<file path="src/rtl/wb_regfile_pkg.sv">
// Shared constants for the writeback / register-file slice.
// Default widths, the hard-wired zero register index and the memtoReg select encodings.
package wb_regfile_pkg;

   localparam int unsigned DEF_DATA_W = 32;
   localparam int unsigned DEF_ADDR_W = 5;
   localparam int unsigned DEF_CNT_W  = 32;

   localparam logic [4:0] REG_ZERO = 5'd0;

   localparam logic WB_SEL_MEM = 1'b1;
   localparam logic WB_SEL_ALU = 1'b0;

endpackage : wb_regfile_pkg

</file>
<file path="src/rtl/wb_regfile_wb_mux.sv">
// 2:1 writeback data select (load data vs ALU result).
// The EX forwarding path also instantiates it, so it stays a standalone module.
module wb_regfile_wb_mux
   import wb_regfile_pkg::*;
#(
   parameter int unsigned DATA_W = DEF_DATA_W
) (
   input  logic              sel_i,
   input  logic [DATA_W-1:0] mem_data_i,
   input  logic [DATA_W-1:0] alu_data_i,
   output logic [DATA_W-1:0] data_o
);

   assign data_o = (sel_i == WB_SEL_MEM) ? mem_data_i : alu_data_i;

endmodule : wb_regfile_wb_mux

</file>
<file path="src/rtl/wb_regfile.sv">
// Writeback stage register file: selects writeback data, commits it to the GPR array,
// and serves two bypassed ID read ports, a raw debug port and a retire counter.
module wb_regfile
   import wb_regfile_pkg::*;
#(
   parameter int unsigned DATA_W = DEF_DATA_W,
   parameter int unsigned ADDR_W = DEF_ADDR_W,
   parameter int unsigned CNT_W  = DEF_CNT_W
) (
   input  logic              clk_i,
   input  logic              rst_i,
   input  logic              writeBack_i,
   input  logic              memtoReg_i,
   input  logic [DATA_W-1:0] memReadData_i,
   input  logic [DATA_W-1:0] ALUresult_i,
   input  logic [ADDR_W-1:0] regDstAddr_i,
   input  logic [ADDR_W-1:0] rs_addr_i,
   input  logic [ADDR_W-1:0] rt_addr_i,
   output logic [DATA_W-1:0] rs_data_o,
   output logic [DATA_W-1:0] rt_data_o,
   output logic [DATA_W-1:0] wb_data_o,
   input  logic [ADDR_W-1:0] dbg_addr_i,
   output logic [DATA_W-1:0] dbg_data_o,
   output logic [CNT_W-1:0]  retire_cnt_o
);

   localparam int unsigned NumRegs = 2 ** ADDR_W;
   localparam logic [ADDR_W-1:0] RegZero = ADDR_W'(REG_ZERO);

   logic [DATA_W-1:0] regs_q [NumRegs];
   logic [CNT_W-1:0]  retire_cnt_q, retire_cnt_d;
   logic [DATA_W-1:0] wb_data;
   logic              commit;

   wb_regfile_wb_mux #(
      .DATA_W (DATA_W)
   ) u_wb_mux (
      .sel_i      (memtoReg_i),
      .mem_data_i (memReadData_i),
      .alu_data_i (ALUresult_i),
      .data_o     (wb_data)
   );

   assign wb_data_o    = wb_data;
   assign commit       = writeBack_i && (regDstAddr_i != RegZero);
   assign retire_cnt_d = retire_cnt_q + CNT_W'(1);
   assign retire_cnt_o = retire_cnt_q;

   // Write-first bypass: the value being written this cycle is visible to ID immediately,
   // even while rst_i is high (it just never commits).
   always_comb begin
      rs_data_o = regs_q[rs_addr_i];
      if (rs_addr_i == RegZero) begin
         rs_data_o = '0;
      end else if (writeBack_i && (regDstAddr_i == rs_addr_i)) begin
         rs_data_o = wb_data;
      end
   end

   always_comb begin
      rt_data_o = regs_q[rt_addr_i];
      if (rt_addr_i == RegZero) begin
         rt_data_o = '0;
      end else if (writeBack_i && (regDstAddr_i == rt_addr_i)) begin
         rt_data_o = wb_data;
      end
   end

   always_comb begin
      dbg_data_o = regs_q[dbg_addr_i];
      if (dbg_addr_i == RegZero) begin
         dbg_data_o = '0;
      end
   end

   always_ff @(posedge clk_i) begin
      if (rst_i) begin
         for (int i = 0; i < NumRegs; i++) begin
            regs_q[i] <= '0;
         end
         retire_cnt_q <= '0;
      end else if (commit) begin
         regs_q[regDstAddr_i] <= wb_data;
         retire_cnt_q         <= retire_cnt_d;
      end
   end

endmodule : wb_regfile

</file>
<file path="config.mk">
export PLATFORM = sky130hd
export DESIGN_NAME = wb_regfile
export DESIGN_NICKNAME = d
export VERILOG_FILES = /design/src/rtl/wb_regfile_pkg.sv /design/src/rtl/wb_regfile_wb_mux.sv /design/src/rtl/wb_regfile.sv
export SDC_FILE = /design/constraint.sdc
export NUM_CORES = 2
export LEC_CHECK = 0
export BUFFER_PORTS_ARGS = -buffer_cell sky130_fd_sc_hd__buf_2
export CORE_MARGIN = 5
export CORE_UTILIZATION = 30
export DETAILED_ROUTE_END_ITERATION = 8
export SYNTH_ARGS = -nofsm -noshare
export SYNTH_HDL_FRONTEND = slang
export SYNTH_HIERARCHICAL = 1
export SYNTH_SLANG_ARGS = --single-unit
</file>
<file path="constraint.sdc">
create_clock -name clk_i -period 6.7 [get_ports clk_i]
set_input_delay 1.34 -clock clk_i [delete_from_list [all_inputs] [get_ports clk_i]]
set_output_delay 1.34 -clock clk_i [all_outputs]
set_load 0.02 [all_outputs]
</file>
==> flow_summary_export.csv <==
group,metric,value,unit
global_routing,grt_pass1_vias,47600,
timing,hold_viol,0,
floorplanning,die_width,476,um
timing,slew_headroom,12.8,%
routing,wire_per_inst,38.4,um
clocking,cts_sinks,1056,
synth,ys.flop_type,"edfxtp_1",
clocking,cts_buffers,113,
floorplanning,core,217000,um2
place,io_buffers,247,
place,dp.cells,7423,
worst_setup_path,worstPathRequired,5.36,ns
clocking,clkTransAtPathRegs,0.06,ns
floorplanning,die_y,476,um
cells_and_area,design_area,74000,um2
global_routing,grt_overflow,0,
worst_setup_path,end_kind,"output pin",
synth,synth-warning-count,6,
status,status,"completed",
routing,vias,49500,
power,p_leak,25.3,nW
floorplanning,rows,171,
routing,drtIter0Drc,10300,
routing,drc_errors,0,
worst_setup_path,reg2regPathDepth,5,
global_routing,grt_max_degree,101,
power,peakVddDrop,0.221,mV
synth,yosys.area.top_type,"edfxtp_1",
synth,synth-seq-cells,1056,
synth,yosys-top-cells-area,"edfxtp_1 47%, mux4_2 25%, and2_1 9.6%",
synth,ys_seq_area_share,48.1,%
clocking,clk-insertion-delay-late,0.76,ns
cells_and_area,post_layout_nonfiller_instances,7669,
place,hpwl,184000,um
routing,via_per_inst,6.46,
synth,synthDistinctLibCells,70,
place,gp_congestion,0.926,
flow_run,maxCapViolCount,0,
timing,drv_slew,0,
clocking,clk_path_buf_depth,3,
clocking,cts_tree,"done",
timing,fmax,160,MHz
global_routing,grt_pass1_wl,397000,um
synth,synthCells,4571,
worst_setup_path,cp.arrival,4.93,ns
synth,synth_common_cells,"1024 x edfxtp_1, 1001 x and2_1, 734 x mux4_2",
cells_and_area,area_growth,13.4,%
global_routing,grt_util_all_layers,25.0,%
routing,dr.pass1.iters,8,
cells_and_area,drive_above_1_share,31.4,%
routing,ant_nets,0,
timing,fin_crit,6.27,ns
cells_and_area,multi_input_area,31900,um2
timing,setup_viol,0,
clocking,cts_root_buffer,"clkbuf_16",
floorplanning,dieArea,227000,um2
cells_and_area,seq_area,31400,um2
worst_setup_path,crit_type,"in -> out",
timing,period_share,93.6,%
clocking,htreeDepth,3,
clocking,post-cts-setup-buffer-count,0,
cells_and_area,nets,4773,
clocking,holdBufCountCts,0,
timing,rsz0062_at_grt,"no",
timing,clock_skew,0.0177,ns
hold_path,hold_class,"reg -> reg",
floorplanning,io_pins,248,
timing,tns,0,ns
routing,wl,295000,um
synth,synthesis.area,65300,um2
worst_setup_path,path_max_fanout,22,
cells_and_area,fin_util,34.2,%
floorplanning,initial_core_util,30.1,%
synth,synthArstFlopShare,0,%
timing,worst_slew_pin_slew,1.30,ns
cells_and_area,fillers,20800,
timing,hold_slack,0.511,ns
worst_setup_path,start_kind,"primary input",
place,place_area,70400,um2
synth,synth_most_common_cell,"edfxtp_1",
global_routing,antenna_found_initial,56,
synth,syn_avg_cell_area,14.3,um2
hold_path,worstHoldPathCells,2,
synth,synth_edf_count,1024,
power,p_per_area,235,nW/um2
clocking,cts_resized,0,
synth,synth_top_area_share,47.1,%
-- cells by family after synthesis --
group	Yosys count	synth area share, %
simple gates	1412	12.7
flops	1056	48.1
mux	972	29.2
compound gates	556	5.92
buf+inv	549	3.68
xor+xnor	24	0.322
fa+ha+maj	1	0.0192
other cells	1	0.00574
-- worst max-delay path, cell delays in order --
cell and delay, ns:
buf_2 0.56, xor2_1 0.17, nor4_1 0.78, a21oi_2 0.52, buf_4 0.36, and3_1 0.16
a211oi_1 0.67, buf_2 0.30
-- cell usage in the layout, fill, tap and decap left out, types with 37 or more instances in the layout --
cell type,synthesis,layout
clkbuf_16,0,115
and2_1,1001,1000
a21oi_1,90,87
buf_2,87,234
a221oi_1,42,42
inv_1,42,41
mux4_2,734,734
mux2i_1,196,196
a221o_1,37,37
buf_4,32,203
o21ai_0,118,116
o22ai_1,68,68
nor2_1,107,73
edfxtp_1,1024,1024
a22oi_1,84,84
nand2_1,94,92
diode_2,0,44
-- path summary, 6_finish.rpt --
kind                          from                to  slack [ns]
hold reg to reg   retire_cnt_o[29]  retire_cnt_o[29]        0.51
hold / removal    retire_cnt_o[29]  retire_cnt_o[29]        0.51
setup / recovery      rt_addr_i[4]      rt_data_o[9]        0.43
setup reg to reg   retire_cnt_o[4]  retire_cnt_o[31]        4.33
-- area by class of cell --
type,count,area share [%]
well taps,2854,4.82
clock buffers,137,4.00
clock inverters,65,0.727
flip-flops and latches,1056,42.4
diodes,44,0.149
inverters,44,0.223
multi-input cells,2997,43.1
repair buffers,472,4.53
-- per-layer routing --
metal	up-vias	routed length (um)	part of all wire, %	track usage (%)
li1	18300	-	-	-
met1	25200	101000	34	32.0
met2	4981	125000	43	36.3
met3	1023	46800	16	9.27
met4	22	21100	7.1	14.4
met5	-	287	0.097	0.567
-- through the flow --
| step | total power (W) | setup WS, ns |
|---|---|---|
| after floorplan | 0.00978 | 2.02 |
| after global placement | 0.0111 | 0.431 |
| after detailed placement | 0.0112 | 0.389 |
| after CTS | 0.0173 | 0.396 |
| after global routing | 0.0178 | 0.462 |
| final | 0.0174 | 0.431 |
-- power by group --
group / internal (W) / switching [W] / total [W]
clock network: 0.00340 / 0.00288 / 0.00627
logic: 0.00125 / 0.00201 / 0.00326
registers: 0.00761 / 0.000264 / 0.00787
total: 0.0122 / 0.00516 / 0.0174
-- registers in the layout, summed over array words and instances, names as in the netlist --
register      flops
regs_q         1024
retire_cnt_o     32
Note: power is estimated with default switching activity, not from simulation.
